<file path="config.mk">
export PLATFORM = sky130hd
export DESIGN_NAME = playfield_scroll_ctrl
export DESIGN_NICKNAME = d
export VERILOG_FILES = /design/src/rtl/playfield_scroll_ctrl.sv
export SDC_FILE = /design/constraint.sdc
export NUM_CORES = 1
export LEC_CHECK = 0
export ABC_AREA = 1
export CAP_MARGIN = 5
export CORE_ASPECT_RATIO = 1.1
export CORE_MARGIN = 5
export CORE_UTILIZATION = 52
export CTS_BUF_LIST = sky130_fd_sc_hd__clkbuf_8
export DETAILED_ROUTE_END_ITERATION = 10
export PLACE_DENSITY = 0.92
export SETUP_SLACK_MARGIN = 0.1
export SYNTH_ARGS = -nofsm -noshare
export SYNTH_HDL_FRONTEND = slang
export SYNTH_SLANG_ARGS = --single-unit
</file>
<file path="constraint.sdc">
create_clock -name MCKR -period 2.21 [get_ports MCKR]
set_clock_uncertainty 0.15 [all_clocks]
set_input_delay 0.221 -clock MCKR [delete_from_list [all_inputs] [get_ports MCKR]]
set_output_delay 0.221 -clock MCKR [all_outputs]
set_load 0.01 [all_outputs]
</file>
<file path="src/rtl/playfield_scroll_ctrl.sv">
// Playfield horizontal scroll sequencer: beam counters, CPU scroll write handshake and
// tear-free transfer of the pending scroll value to the scroll latch at a fixed column.
module playfield_scroll_ctrl #(
  parameter int unsigned H_TOTAL   = 456,
  parameter int unsigned V_TOTAL   = 262,
  parameter int unsigned LOAD_COL  = 440,
  parameter int unsigned PFHST_COL = 448
) (
  input  logic       MCKR,
  input  logic       reset_b,
  input  logic       wr_req,
  input  logic [8:0] wr_data,
  input  logic       frame_mode,
  output logic       wr_ack,
  output logic       pending,
  output logic [8:0] VBD,
  output logic       HSCRLD_b,
  output logic       PFHST_b,
  output logic       H4,
  output logic [8:0] hcount,
  output logic [8:0] vcount
);

  localparam logic [8:0] HLast    = 9'(H_TOTAL - 1);
  localparam logic [8:0] VLast    = 9'(V_TOTAL - 1);
  localparam logic [8:0] LoadCol  = 9'(LOAD_COL);
  localparam logic [8:0] PfhstCol = 9'(PFHST_COL);

  typedef enum logic [1:0] {
    StIdle   = 2'd0,
    StStrobe = 2'd1,
    StHold   = 2'd2
  } state_e;

  state_e     state_q, state_d;
  logic [8:0] hcount_q, hcount_d;
  logic [8:0] vcount_q, vcount_d;
  logic [8:0] pend_val_q, pend_val_d;
  logic [8:0] vbd_q, vbd_d;
  logic       pending_q, pending_d;
  logic       ack_q, ack_d;
  logic       pfhst_b_q, pfhst_b_d;
  logic       h_wrap;
  logic       accept;
  logic       apply;

  // Beam counters
  always_comb begin
    h_wrap   = (hcount_q == HLast);
    hcount_d = h_wrap ? 9'd0 : hcount_q + 9'd1;
    vcount_d = vcount_q;
    if (h_wrap) begin
      vcount_d = (vcount_q == VLast) ? 9'd0 : vcount_q + 9'd1;
    end
  end

  // Decisions use the next beam position so every registered output lines up with hcount.
  always_comb begin
    state_d = state_q;
    apply   = 1'b0;
    unique case (state_q)
      StIdle: begin
        if (hcount_d == LoadCol && pending_q && (!frame_mode || vcount_d == 9'd0)) begin
          apply   = 1'b1;
          state_d = StStrobe;
        end
      end
      StStrobe: state_d = StHold;
      StHold: begin
        if (h_wrap) begin
          state_d = StIdle;
        end
      end
      default: state_d = StIdle;
    endcase
  end

  // An apply on the accept edge consumes the old value; the new one stays pending.
  always_comb begin
    accept     = wr_req && !ack_q;
    ack_d      = accept;
    pend_val_d = accept ? wr_data : pend_val_q;
    pending_d  = accept || (pending_q && !apply);
    vbd_d      = apply ? pend_val_q : vbd_q;
    pfhst_b_d  = (hcount_d != PfhstCol);
  end

  always_ff @(posedge MCKR) begin
    if (!reset_b) begin
      state_q    <= StIdle;
      hcount_q   <= 9'd0;
      vcount_q   <= 9'd0;
      pend_val_q <= 9'd0;
      vbd_q      <= 9'd0;
      pending_q  <= 1'b1;
      ack_q      <= 1'b0;
      pfhst_b_q  <= 1'b1;
    end else begin
      state_q    <= state_d;
      hcount_q   <= hcount_d;
      vcount_q   <= vcount_d;
      pend_val_q <= pend_val_d;
      vbd_q      <= vbd_d;
      pending_q  <= pending_d;
      ack_q      <= ack_d;
      pfhst_b_q  <= pfhst_b_d;
    end
  end

  assign wr_ack   = ack_q;
  assign pending  = pending_q;
  assign VBD      = vbd_q;
  assign HSCRLD_b = (state_q != StStrobe);
  assign PFHST_b  = pfhst_b_q;
  assign H4       = hcount_q[2];
  assign hcount   = hcount_q;
  assign vcount   = vcount_q;

endmodule

</file>
# --- After elaboration in Yosys (flattened, before gate mapping) ---
# Index checks and enable logic that the tools add are counted.
totals:
  regBits: 41
  ram_bits: 0
  in_bits: 13
  memories: 0
  elab_cells: 39
  latch_bits: 0
  rom_bits: 0
  output_inout_bits: 32
classes:
  reduce_logical: 12
  div: 0
  multipliers: 0
  n_addsub: 2
  magnitude_cmp: 0
  shifts: 0
  mux: 8
  bitwise_logic: 0
  eq_ne: 9
ops:
  columns: ["operator", "count"]
  rows:
  - ["equality test 9 bit, second input constant", 3]
  - ["two-way mux 9 bit", 3]
  - ["adder 9 x 1 -> 9 bit, second input constant", 2]
  - ["logical NOT 9 bit", 1]
  - ["!= test 9 bit, second input constant", 1]
  - ["case mux 2 bit (3 select lines)", 1]
  - ["logical AND 1 bit", 4]
  - ["two-way mux 2 bit", 2]
  - ["!= test 2 bit, second input constant", 2]
  - ["logical NOT 1 bit", 3]
  - ["equality test 2 x 1 -> 1 bit, second input constant", 1]
  - ["equality test 2 bit, second input constant", 1]
  - ["logical NOT 2 bit", 1]
  - ["logical OR 1 bit", 2]
  - ["two-way mux 1 bit", 2]
  - ["!= test 2 x 1 -> 1 bit, second input constant", 1]
  - ["AND reduction 2 bit", 1]

# --- Depth between registers and ports, before layout ---
# Gate-level depths: netlist of the first run.
logic_depth:
  word_depth: 11
  depth_mapped: 17

# --- Worst setup path before layout of the first run ---
# No wires, ideal clock.
synth_timing:
  path_type: "register to register"
  startpoint: "register hcount_q[0] (netlist: hcount[0])"
  endpoint: "register pending_q (netlist: pending)"
  slack_ns: 0.081
  stages_incl_launch_ff: 17
  path_buffers: 2
  period_less_slack_ns: 2.129
  arrival_time_ns: 1.864
  path_cell_list: "dfxtp_1 > ha_1 > nand2_2 > clkinv_2 > nand2_2 > nor2_4 > buf_6 > nand2_2 > nand3_1 > nand2_1 > nor2_2 > nand3_2 > nand2_4 > buf_8 > nand2_1 > nand2_1 > nand2_1"
synth_via:
  elab_chain_cells: 10
  word_cells_on_any_way: 14
  cone_classes: "add/sub: 1; eq/ne: 2; mux: 4; reduce/logical: 7"
synth_lines:
  columns: ["element", "line_no", "text"]
  rows:
  - ["start, declared", "36", "logic [8:0] hcount_q, hcount_d;"]
  - ["start signal, assigned", "100", "hcount_q <= hcount_d;"]
  - ["adder 9 x 1 -> 9 bit / equality test 9 bit (equally long branches)", "50, 49", null]
  - ["two-way mux 9 bit (on tied branches)", "50, 52", null]
  - ["equality test 9 bit / logical NOT 9 bit (equally long branches)", "63", "if (hcount_d == LoadCol && pending_q && (!frame_mode || vcount_d == 9'd0)) begin"]
  - ["logical AND 1 bit / logical OR 1 bit (equally long branches)", "63", null]
  - ["logical AND 1 bit (*)", "63", null]
  - ["two-way mux 1 bit (*)", "63", null]
  - ["two-way mux 1 bit (*)", "61", "unique case (state_q)"]
  - ["logical NOT 1 bit (*)", "83", "pending_d = accept || (pending_q && !apply);"]
  - ["logical AND 1 bit (*)", "83", null]
  - ["logical OR 1 bit (*)", "83", null]
  - ["end signal, assigned", "104", "pending_q <= pending_d;"]
  - ["end, declared", "40", "logic pending_q, pending_d;"]
# Mark *: on every way between the ends. The rest lies on a longest branch, timed or not.
# A chain may end at the register's enable or synchronous reset.

# --- Worst setup path in the final report of the first run ---
layout_timing:
  startpoint: "register hcount_q[1] (netlist: hcount[1])"
  endpoint: "register vbd_q[3] (netlist: VBD[3])"
layout_via:
  elab_chain_cells: 7
  word_cells_on_any_way: 11
  cone_classes: "add/sub: 1; eq/ne: 2; mux: 4; reduce/logical: 4"
layout_lines:
  columns: ["element", "line_no", "text"]
  rows:
  - ["adder 9 x 1 -> 9 bit / equality test 9 bit (equally long branches)", "50, 49", null]
  - ["two-way mux 9 bit (on tied branches)", "50, 52", null]
  - ["equality test 9 bit / logical NOT 9 bit (equally long branches)", "63", null]
  - ["logical AND 1 bit / logical OR 1 bit (equally long branches)", "63", null]
  - ["logical AND 1 bit (*)", "63", null]
  - ["two-way mux 1 bit (*)", "63", null]
  - ["two-way mux 1 bit (*)", "61", null]
  - ["end signal, assigned", "103", "vbd_q <= vbd_d;"]
  - ["end, declared", "39", "logic [8:0] vbd_q, vbd_d;"]
# Marks and branches as above.

==> summary.md, run 1 <==
| Metric | Value |
|---|---|
| Status | finished, final reports clean |
| Pre-CTS setup slack | -31.91 ps |
| Total of max-cap violations | 0 |
| Proportion of layout cells with a drive suffix above 1 | 23.64% |
| Reg-to-reg setup timing slack | 60 ps |
| WL met1 | 2.476 mm |
| Worst-path maximum fanout | 5 |
| Final #Nets | 385 |
| Sink Count | 41 |
| DIE AREA | 0.005312 mm^2 |
| CTS root buf | clkbuf_8 |
| Port bufs | 44 |
| Met3 wire len | 477 um |
| Comb pwr share | 7.8% |
| Endpoints failing setup | 0 |
| Hold EP | pend_val_q[1]$_SDFFE_PN0P_ |
| Area of the multi-input gates | 0.001220 mm^2 |
| Synth warn | 0 |
| Fin worst setup slack | 63.17 ps |
| Core ar. | 0.003904 mm^2 |
| Reg-to-reg endpoint | VBD[3]$_SDFFE_PN0P_ |
| Synth Area in Compound Gates | 6.695% |
| Drc violations | 0 |
| Initial antenna violation count | 0 |
| #FFs+latches synth | 41 |
| Crit-path slowest cell | dfxtp_2 |
| Internal power | 1.051 mW |
| Cell Area, Synth | 0.002056 mm^2 |
| Chip Width | 69.95 um |
| Storage cell area | 842.1 um^2 |
| Crit start category | register |
| VDD IR max | 362.3 uV |
| Hold violation total from the final report | 0 |
| Reg2reg start | hcount[1]$_SDFF_PN0_ |
| Clock power share | 36.6% |
| Combinational family with the most area after synthesis | simple AND/OR/NAND/NOR gates |
| Row count | 24 |
| Hold crit path type | register to register |
| Drt pass-1 iters | 6 |
| Levels on crit path | 12 |
| Clock Path Buffers | 2 |
| CTS tree | yes |
| Critical path required time | 2240 ps |
| Mapped Cells | 303 |
| Largest net degree at the start of global routing | 18 |
| Drt via density | 5.529 |
| Overall power | 1.368 mW |
| CP Class | register to register |
| Hold Crit Depth | 2 |
| Hold_buf cts | 0 |
| CP max stage delay | 360 ps |
| Peak Freq | 465.8 MHz |
| First-pass GRT wire length | 9.473 mm |
| # H-tree levels | 2 |
| Buf/Inv on CP | 1 |
| CP delay by family, top | simple AND/OR/NAND/NOR gates |
| Switching power | 0.3174 mW |
| RSZ-0062 raised after global routing | yes |
| Crit-path cells | ha_4, nand2_8, nor2_4, nand3_2, xor2_1, nor2_2, nand4_1, buf_4, nor2_4, nand3_1, nand2_1, nor2_1 |
| Tightest Pin Transition | 474.1 ps |
| Final WL | 6.383 mm |
| GP Congestion | 0.8441 |
| Starting Density | 52.66% |
| Die Ht | 75.95 um |
| CP dominant cell by count | nor2_4 |
| Final slew viol count | 0 |
| Cts bufs inserted | 5 |
| Post-layout minimum cycle time | 2147 ps |
| Mux contribution to synthesized area | 0% |
| Wire per inst | 15.20 um |
| Syn Nets | 320 |
| Crit. End Element | register |
| Global-route usage over all layers | 21.51% |
| Final period utilization | 97.14% |
| Post-synthesis adder-cell area fraction | 2.435% |
| R2R depth | 12 |
| WL met2 | 3.219 mm |
| Sw frac | 23.20% |
| Distinct cells, synth | 28 |
| CP arrival | 2180 ps |
| Sequential fraction of the synthesis area | 39.93% |
| I/O pin count | 45 |
| Ant diodes | 0 |
| Vias in the first global route | 2180 |
| Vias | 2322 |
| Slew margin rel. | 68.06% |
| Top sig layer | met4 |
| XOR/XNOR Fraction of Synth Area | 0.8521% |
| Area grow syn2layout | 44.37% |
| Synthesized area per cell | 6.785 um^2 |
| Clock transition at path regs | 80 ps |
| Sequential power share | 55.6% |
| Total gr overflow | 0 |
| Beginning of the worst hold path | pend_val_q[1]$_SDFFE_PN0P_ |
| Clock latency on the worst-skew pair | 300 ps |
| Drt initial violations | 292 |
| Post-Synth Simple-Gate Area | 39.20% |
| DRT antenna net count | 0 |
| Cell Pwr Density | 460.9 mW/mm^2 |
| Filler instances | 284 |
| LEAKAGE | 1.251 nW |
| Post-DP HPWL | 3.637 mm |
==> final cells by class <==
cell class | count | share of cell area, %
Sequential cell | 41 | 28.37
Clock inverter | 1 | 0.2530
Tap cell | 52 | 2.192
Inverter | 44 | 5.734
Multi-Input combinational cell | 215 | 41.10
Timing Repair Buffer | 61 | 19.56
Clock buffer | 6 | 2.782
==> layer usage <==
layer,up-vias,global-route usage [%]
met3,26,4.762
met4,0,10.54
met1,1070,25.65
met2,144,36.11
li1,1082,-
met5,-,0
==> cell usage in the layout (no fill, tap or decap), types with 2 or more instances in the layout <==
master           instances
nand2_1                 67
clkdlybuf4s50_1         44
nor2_1                  41
inv_1                   36
dfxtp_1                 30
nand3_1                 21
buf_4                   16
o21ai_0                 13
nand3_2                 11
a21oi_1                 10
nor2_4                   8
nand4_1                  8
nor2_2                   8
dfxtp_2                  8
clkbuf_8                 6
nand2_2                  5
nand2_4                  5
inv_2                    4
clkinv_1                 3
dfxtp_4                  3
nor3_2                   2
xor2_1                   2
a21oi_2                  2
nor3_1                   2
ha_4                     2
==> logic make-up (layout without fill, tap and decap cells) <==
family / after synthesis / after routing
AO/OA/AOI/OAI: 27 / 27
XOR/XNOR: 2 / 2
adder cells (fa/ha/maj): 4 / 4
buffers and inverters: 51 / 112
flip-flops: 41 / 41
AND/OR/NAND/NOR: 178 / 182
==> registers in the layout, summed over array words and instances (netlist names) <==
register    count
wr_ack          1
pend_val_q      9
VBD             9
vcount          9
hcount          9
state_q         2
pending         1
PFHST_b         1
==> power groups by stage <==
| stage | logic (mW) | clock network, mW | registers (mW) |
|---|---|---|---|
| 2_1_floorplan | 0.0381 | 0 | 0.782 |
| 3_3_place_gp | 0.0955 | 0 | 0.777 |
| 3_5_place_dp | 0.0976 | 0 | 0.778 |
| 4_1_cts | 0.101 | 0.499 | 0.761 |
| 5_1_grt | 0.115 | 0.530 | 0.763 |
| 6_report | 0.106 | 0.501 | 0.761 |
==> worst min-delay path, delay by kind of cell, from the launching register on <==
kind,cells,cell delay [ps]
compound gates,1,70
flops,1,300
buf+inv,1,60
==> worst max-delay path by stage <==
stage,startpoint,to,slack (ps)
after CTS,hcount[0]$_SDFF_PN0_,VBD[7]$_SDFFE_PN0P_,90
after global routing,hcount[4]$_SDFF_PN0_,VBD[0]$_SDFFE_PN0P_,-90
final,hcount[1]$_SDFF_PN0_,VBD[3]$_SDFFE_PN0P_,60
after detailed placement,hcount[1]$_SDFF_PN0_,VBD[3]$_SDFFE_PN0P_,-30
after floorplan,hcount[1]$_SDFF_PN0_,pending$_SDFF_PN1_,100
after global placement,hcount[1]$_SDFF_PN0_,VBD[4]$_SDFFE_PN0P_,70
==> synthesized netlist by cell type (all sizes together) <==
master / number / share of area, %
nand3b: 1 / 0.37
o21bai: 1 / 0.37
a21oi: 12 / 2.9
clkinv: 4 / 0.79
inv: 40 / 7.3
ha: 4 / 2.4
nand4: 8 / 2.4
nor3: 4 / 1.2
buf: 5 / 2.4
or2: 1 / 0.30
xor2: 2 / 0.85
nor2: 55 / 12
clkbuf: 2 / 0.37
nand2: 76 / 15
nand3: 33 / 8.3
dfxtp: 41 / 40
o21ai: 14 / 3.4
==> per-stage QoR <==
step / TNS [ps] / hold WS (ps) / utilization (%) / std cells / area [um^2]
2_1_floorplan: 0 / 183.7 / - / 303 / 2057
3_3_place_gp: 0 / 311.0 / 65.32 / 398 / 2550
3_5_place_dp: -212.3 / 319.4 / 65.32 / 398 / 2550
4_1_cts: 0 / 332.5 / 70.51 / 412 / 2753
5_1_grt: -448.4 / 354.5 / 76.03 / 420 / 2968
6_report: 0 / 329.5 / 76.03 / 420 / 2968
==> repair_timing <==
item / in CTS / in global routing
gates resized for setup: 16 / 40
cloned: 4 / 0
endpoints found under the setup margin: 11 / 11
pin swaps: 10 / 15
setup buffers: 3 / 8
Note: power is estimated with default switching activity, not from simulation.
==> inputs of run 2 (changes only) <==
Settings changed: CORE_ASPECT_RATIO 1.1 to 1.5.
==> run 2 against run 1 <==
The run now ends with setup timing left. Worst hold slack better by 8.8 ps. Die area is 0.45% higher. Non-clock buffer count is 4 higher. Fmax is 3.9% lower. Combinational power hardly changed. Worst setup slack worse by 87 ps. Wire length is 2.8% higher.
==> summary.md, run 2 (same netlist as run 1, synthesis figures left out) <==
| Metric | Value |
|---|---|
| Hold crit path type | input pin to register |
| Post-layout minimum cycle time | 2234 ps (+86.93 ps) |
| VDD IR max | 532.9 uV (+47%) |
| Crit start category | register |
| Drc violations | 0 (unchanged) |
| Clock transition at path regs | 90 ps (about the same) |
| Filler instances | 241 (-15%) |
| Final WL | 6.560 mm (+2.8%) |
| Total of max-cap violations | 0 (unchanged) |
| Status | complete, but fails checks |
| CP dominant cell by count | nor2_2 |
| RSZ-0062 raised after global routing | yes |
| Sink Count | 41 (unchanged) |
| Reg2reg start | hcount[1]$_SDFF_PN0_ |
| Starting Density | 52.86% (+0.20 points) |
| Final #Nets | 388 (+0.78%) |
| Hold Crit Depth | 3 (+1) |
| CP arrival | 2280 ps (+100 ps) |
| Buf/Inv on CP | 1 (unchanged) |
| Hold EP | pend_val_q[2]$_SDFFE_PN0P_ |
| Sw frac | 22.54% (-0.66 points) |
| Row count | 28 (+17%) |
| Slew margin rel. | 67.92% (-0.14 points) |
| I/O pin count | 45 (unchanged) |
| Proportion of layout cells with a drive suffix above 1 | 22.04% (-1.6 points) |
| Final period utilization | 101.1% (+3.9 points) |
| Vias in the first global route | 2272 (+4.2%) |
| Vias | 2331 (+0.39%) |
| Drt pass-1 iters | 4 (-2) |
| Switching power | 0.3404 mW (+7.3%) |
| Area grow syn2layout | 46.87% |
| Final slew viol count | 0 (unchanged) |
| Post-DP HPWL | 4.002 mm (+10%) |
| Reg-to-reg endpoint | VBD[7]$_SDFFE_PN0P_ |
| CP max stage delay | 360 ps (about the same) |
| GP Congestion | 0.9952 (+18%) |
| Critical path required time | 2260 ps (+20 ps) |
| Crit-path slowest cell | dfxtp_2 |
| CTS root buf | clkbuf_8 |
| Endpoints failing setup | 1 (+1) |
| Hold_buf cts | 0 (unchanged) |
| Clock latency on the worst-skew pair | 300 ps (about the same) |
| Ant diodes | 0 (unchanged) |
| Core ar. | 0.003889 mm^2 (-0.38%) |
| Tightest Pin Transition | 479.7 ps (+5.608 ps) |
| Peak Freq | 447.7 MHz (-3.9%) |
| Global-route usage over all layers | 24.02% (+2.5 points) |
| Clock Path Buffers | 2 (unchanged) |
| First-pass GRT wire length | 9.742 mm (+2.8%) |
| Sequential power share | 50.5% (-5.1 points) |
| Clock power share | 42.6% (+6.0 points) |
| R2R depth | 12 (unchanged) |
| Post-placement cell count | 391 (-1.8%) |
| Die Ht | 87.01 um (+15%) |
| Total negative setup slack | -23.76 ps (-23.76 ps) |
| CP Class | register to register |
| Chip Width | 61.34 um (-12%) |
| Initial antenna violation count | 0 (unchanged) |
| Failing checks | setup timing |
| # H-tree levels | 2 (unchanged) |
| Largest net degree at the start of global routing | 18 (unchanged) |
| Drt initial violations | 201 (-31%) |
| Crit path launch | hcount[1]$_SDFF_PN0_ |
| Crit-path cells | ha_4, nand2_8, nor2_2, nand3_1, xor2_1, nor2_2, nand4_1, buf_4, nor2_4, nand3_2, nand2_1, nor2_1 |
| Drt via density | 5.590 (+1.1%) |
| Beginning of the worst hold path | wr_data[2] |
| Comb pwr share | 6.9% (-0.9 points) |
| DIE AREA | 0.005336 mm^2 (+0.45%) |
| Port bufs | 44 (unchanged) |
| DRT antenna net count | 0 (unchanged) |
| Cell Pwr Density | 500.3 mW/mm^2 (+8.5%) |
| CP delay by family, top | simple AND/OR/NAND/NOR gates |
| Worst-path maximum fanout | 5 (unchanged) |
| Fin cells | 417 (-0.71%) |
| Cts bufs inserted | 5 (unchanged) |
| Crit. End Element | register |
| Pre-CTS setup slack | -35.67 ps (-3.758 ps) |
| CTS tree | yes |
| Wire per inst | 15.73 um (+3.5%) |
| Total gr overflow | 0 (unchanged) |
| LEAKAGE | 1.281 nW (+2.4%) |
| Hold violation total from the final report | 0 (unchanged) |
| Most common cell after layout, fill and taps aside | nand2_1 |
| Internal power | 1.170 mW (+11%) |
| Most frequent cells in the layout | nand2_1, nor2_1, clkdlybuf4s50_1, inv_1, dfxtp_1 |
| Fin worst setup slack | -23.76 ps (-86.93 ps) |
| Reg-to-reg setup timing slack | -20 ps (-90 ps) |
-- run 2: cell count changes in the layout (fill, tap and decap cells not counted), moves of 3 or more --
| cell | previous run | this run |
|---|---|---|
| dfxtp_2 | 8 | 4 |
| buf_4 | 16 | 19 |
| nand3_2 | 11 | 8 |
| a21oi_4 | 0 | 3 |
| dfxtp_1 | 30 | 35 |
| nor2_1 | 41 | 44 |
| a21oi_1 | 10 | 5 |
| nand3_1 | 21 | 24 |
-- run 2: routing by layer --
| metal | routed length, um | vias to the layer above | GRT usage, % | part of all wire [%] |
|---|---|---|---|---|
| li1 | - | 1092 | - | - |
| met1 | 2252 | 1087 | 24.08 | 34 |
| met2 | 3624 | 116 | 43.55 | 55 |
| met3 | 354 | 36 | 4.451 | 5.4 |
| met4 | 328 | 0 | 14.48 | 5.0 |
| met5 | 0 | - | 0 | 0 |
-- run 2: power groups by stage --
stage	clock [mW]	combinational, mW	sequential (mW)
6_report	0.643	0.105	0.762
3_3_place_gp	0	0.0929	0.777
5_1_grt	0.673	0.114	0.764
3_5_place_dp	0	0.0962	0.778
4_1_cts	0.640	0.101	0.764
2_1_floorplan	0	0.0381	0.782
-- run 2: worst max path at each step --
stage / to / slack (ps) / cells past startpoint
floorplan: pending$_SDFF_PN1_ / 100 / 16
CTS: VBD[4]$_SDFFE_PN0P_ / 90 / 15
global placement: VBD[0]$_SDFFE_PN0P_ / 3 / 12
global route: VBD[7]$_SDFFE_PN0P_ / -130 / 14
detailed placement: VBD[6]$_SDFFE_PN0P_ / -40 / 12
finish: VBD[7]$_SDFFE_PN0P_ / -20 / 12
-- run 2: layout make-up --
class | count | area, um^2 | share of cell area, %
clock buffer | 6 | 82.58 | 2.735
clock inverter | 2 | 37.54 | 1.243
inverter | 44 | 170.2 | 5.636
multi-input combinational | 214 | 1225 | 40.57
sequential | 41 | 833.3 | 27.60
tap | 45 | 56.30 | 1.865
timing repair buffer | 65 | 614.3 | 20.35
-- run 2: metrics by stage --
| stage | area, um^2 | util, % | hold slack, ps | power [mW] |
|---|---|---|---|---|
| finish | 3019 | 77.64 | 338.3 | 1.510 |
| global placement | 2541 | 65.35 | 315.5 | 0.8703 |
| floorplan | 2057 | - | 183.7 | 0.8203 |
| detailed placement | 2541 | 65.35 | 316.3 | 0.8745 |
| global route | 3019 | 77.64 | 348.3 | 1.551 |
| CTS | 2863 | 73.62 | 329.4 | 1.505 |
-- run 2: timing repair --
action                                  in CTS  in global routing
endpoints found under the setup margin      11                 12
pin swaps                                   11                  5
gates resized for setup                     27                 20
setup buffers                                8                  7
gates cloned                                 3                  0
-- run 2: worst register-to-register path, stage by stage (launching register included) --
cell and delay, ps:
dfxtp_2 360, ha_4 170, nand2_8 70, nor2_2 150, nand3_1 120, xor2_1 160, nor2_2 190, nand4_1 160
buf_4 190, nor2_4 160, nand3_2 120, nand2_1 90, nor2_1 50
==> inputs of run 3 (changes only) <==
Settings changed: GPL_TIMING_DRIVEN set to 0.
==> run 3 against run 2 <==
The run still ends with setup timing left. Global-route usage shrank 1.9 points. Non-clock buffer count shrank 2. Wire length shrank 13%. Utilization shrank 3.4 points. Flip-flop and latch count is the same. Critical endpoint is now pending$_SDFF_PN1_. Via count shrank 5.7%.
==> summary.md, run 3 (same netlist as run 1, synthesis figures left out) <==
| Metric | Value |
|---|---|
| Final #Nets | 385 (-0.77%) |
| Reg-to-reg setup timing slack | -30 ps (about the same) |
| Chip Width | 61.34 um (unchanged) |
| Vias | 2199 (-5.7%) |
| GP Congestion | 0.9120 (-8.4%) |
| LEAKAGE | 1.257 nW (-1.8%) |
| Final slew viol count | 0 (unchanged) |
| Global-route usage over all layers | 22.09% (-1.9 points) |
| Hold_buf cts | 0 (unchanged) |
| Fin cells | 413 (-0.96%) |
| Hold Crit Depth | 2 (-1) |
| Row count | 28 (unchanged) |
| DIE AREA | 0.005336 mm^2 (unchanged) |
| Post-route cell area | 0.002887 mm^2 (-4.4%) |
| Most common cell after layout, fill and taps aside | nand2_1 |
| Ant diodes | 0 (unchanged) |
| Switching power | 0.3168 mW (-7.0%) |
| CTS root buf | clkbuf_8 |
| CP arrival | 2290 ps (about the same) |
| CP Class | register to register |
| Cts bufs inserted | 5 (unchanged) |
| CP max stage delay | 370 ps (about the same) |
| Crit-path cells | ha_4, nand2_4, buf_4, nor2_4, nand2_2, buf_4, nand2_1, nand2_1, nor2_2, nand3_2, nand2_4, buf_8, nand2_2, nand2_2, nand2_1 |
| Clock power share | 40.5% (-2.1 points) |
| Starting Density | 52.86% (unchanged) |
| Crit start category | register |
| First-pass GRT wire length | 8.914 mm (-8.5%) |
| Most frequent cells in the layout | nand2_1, clkdlybuf4s50_1, nor2_1, inv_1, dfxtp_1 |
| Initial antenna violation count | 0 (unchanged) |
| Placed cell areas | 0.002554 mm^2 (+0.49%) |
| Final period utilization | 101.4% (+0.37 points) |
| Clock transition at path regs | 80 ps (about the same) |
| Final WL | 5.714 mm (-13%) |
| Drt initial violations | 167 (-17%) |
| DRT antenna net count | 0 (unchanged) |
| Peak Freq | 446.0 MHz (-0.37%) |
| Post-layout minimum cycle time | 2242 ps (+8.203 ps) |
| Overall power | 1.448 mW (-4.1%) |
| Worst hold margin | 331.9 ps (-6.397 ps) |
| Post-DP HPWL | 3.785 mm (-5.4%) |
| Storage cell area | 835.8 um^2 (+0.30%) |
| RSZ-0062 raised after global routing | yes |
| Fin worst setup slack | -31.96 ps (-8.203 ps) |
| Vias in the first global route | 2117 (-6.8%) |
| Wire per inst | 13.84 um (-12%) |
| Filler instances | 301 (+25%) |
| Clock latency on the worst-skew pair | 300 ps (about the same) |
| Total gr overflow | 0 (unchanged) |
| Crit. End Element | register |
| Failing checks | setup timing |
| CTS tree | yes |
| Comb pwr share | 6.8% (about the same) |
| Drt via density | 5.324 (-4.7%) |
| Drc violations | 0 (unchanged) |
| Sw frac | 21.88% (-0.66 points) |
| R2R depth | 15 (+3) |
| Area of the multi-input gates | 0.001116 mm^2 (-8.9%) |
| Area grow syn2layout | 40.41% |
| Tightest Pin Transition | 435.7 ps (-44.05 ps) |
| Critical path required time | 2260 ps (about the same) |
| Status | complete, but fails checks |
| Total of max-cap violations | 0 (unchanged) |
| Sequential power share | 52.7% (+2.2 points) |
| Proportion of layout cells with a drive suffix above 1 | 19.02% (-3.0 points) |
| Internal power | 1.131 mW (-3.3%) |
| # H-tree levels | 2 (unchanged) |
| Endpoints failing setup | 1 (unchanged) |
| Cell Pwr Density | 501.6 mW/mm^2 (+0.27%) |
| VDD IR max | 647.0 uV (+21%) |
| Hold crit path type | register to register |
| Crit-path slowest cell | dfxtp_2 |
| Slew margin rel. | 70.96% (+3.0 points) |
| Largest net degree at the start of global routing | 13 (-5) |
| Clock Path Buffers | 2 (unchanged) |
| Worst-path maximum fanout | 10 (+5) |
| Die Ht | 87.01 um (unchanged) |
| Port bufs | 44 (unchanged) |
| Post-placement cell count | 392 (+0.26%) |
| I/O pin count | 45 (unchanged) |
| Core ar. | 0.003889 mm^2 (unchanged) |
| Drt pass-1 iters | 5 (+1) |
| Hold violation total from the final report | 0 (unchanged) |
| Sink Count | 41 (unchanged) |
-- run 3: metal layers --
metal  vias to the layer above  global-route usage [%]  part of all wire, %
li1                       1081                       -                    -
met1                      1017                   22.79                   37
met2                        81                   39.21                   55
met3                        20                   5.490                  4.9
met4                         0                   11.78                  3.7
met5                         -                       0                    0
-- run 3: timing repair --
item | CTS | global route
buffers inserted | 6 | 4
setup endpoints to repair | 11 | 11
pin swaps | 3 | 13
resized for setup | 13 | 25
cloned | 2 | 2
-- run 3: final timing paths --
| check | from | end |
|---|---|---|
| max | hcount[1]$_SDFF_PN0_ | pending$_SDFF_PN1_ |
| min | pend_val_q[5]$_SDFFE_PN0P_ | pend_val_q[5]$_SDFFE_PN0P_ |
| max reg2reg | hcount[1]$_SDFF_PN0_ | pending$_SDFF_PN1_ |
| min reg2reg | pend_val_q[5]$_SDFFE_PN0P_ | pend_val_q[5]$_SDFFE_PN0P_ |
-- run 3: per-stage QoR --
step	utilization, %	setup TNS, ps	setup slack, ps
floorplan	-	0	103.3
global placement	65.67	-846.5	-133.6
detailed placement	65.67	-1365	-174.2
CTS	71.36	0	68.12
global route	74.23	-944.2	-133.9
finish	74.23	-31.96	-31.96
-- run 3: power by group through the flow --
| stage | combinational (mW) | clock (mW) | sequential, mW |
|---|---|---|---|
| floorplan | 0.0381 | 0 | 0.782 |
| global placement | 0.0844 | 0 | 0.781 |
| detailed placement | 0.0872 | 0 | 0.782 |
| CTS | 0.0971 | 0.590 | 0.763 |
| global route | 0.111 | 0.625 | 0.764 |
| finish | 0.0989 | 0.586 | 0.763 |
-- run 3: area by class of cell --
cell class              instances  share of cell area [%]
plain buffers                   7                   1.994
clock inverters                 2                   1.214
multi-input cells             213                   38.66
clock buffers                   5                   2.384
well taps                      45                   1.951
inverters                      44                   5.895
repair buffers                 56                   18.94
flip-flops and latches         41                   28.96
-- run 3: worst max-delay path, delay by kind of cell (launching register included) --
family	cells	cell delay, ps
flip-flops	1	370
buffers and inverters	3	470
AND/OR/NAND/NOR	11	980
adder cells (fa/ha/maj)	1	160
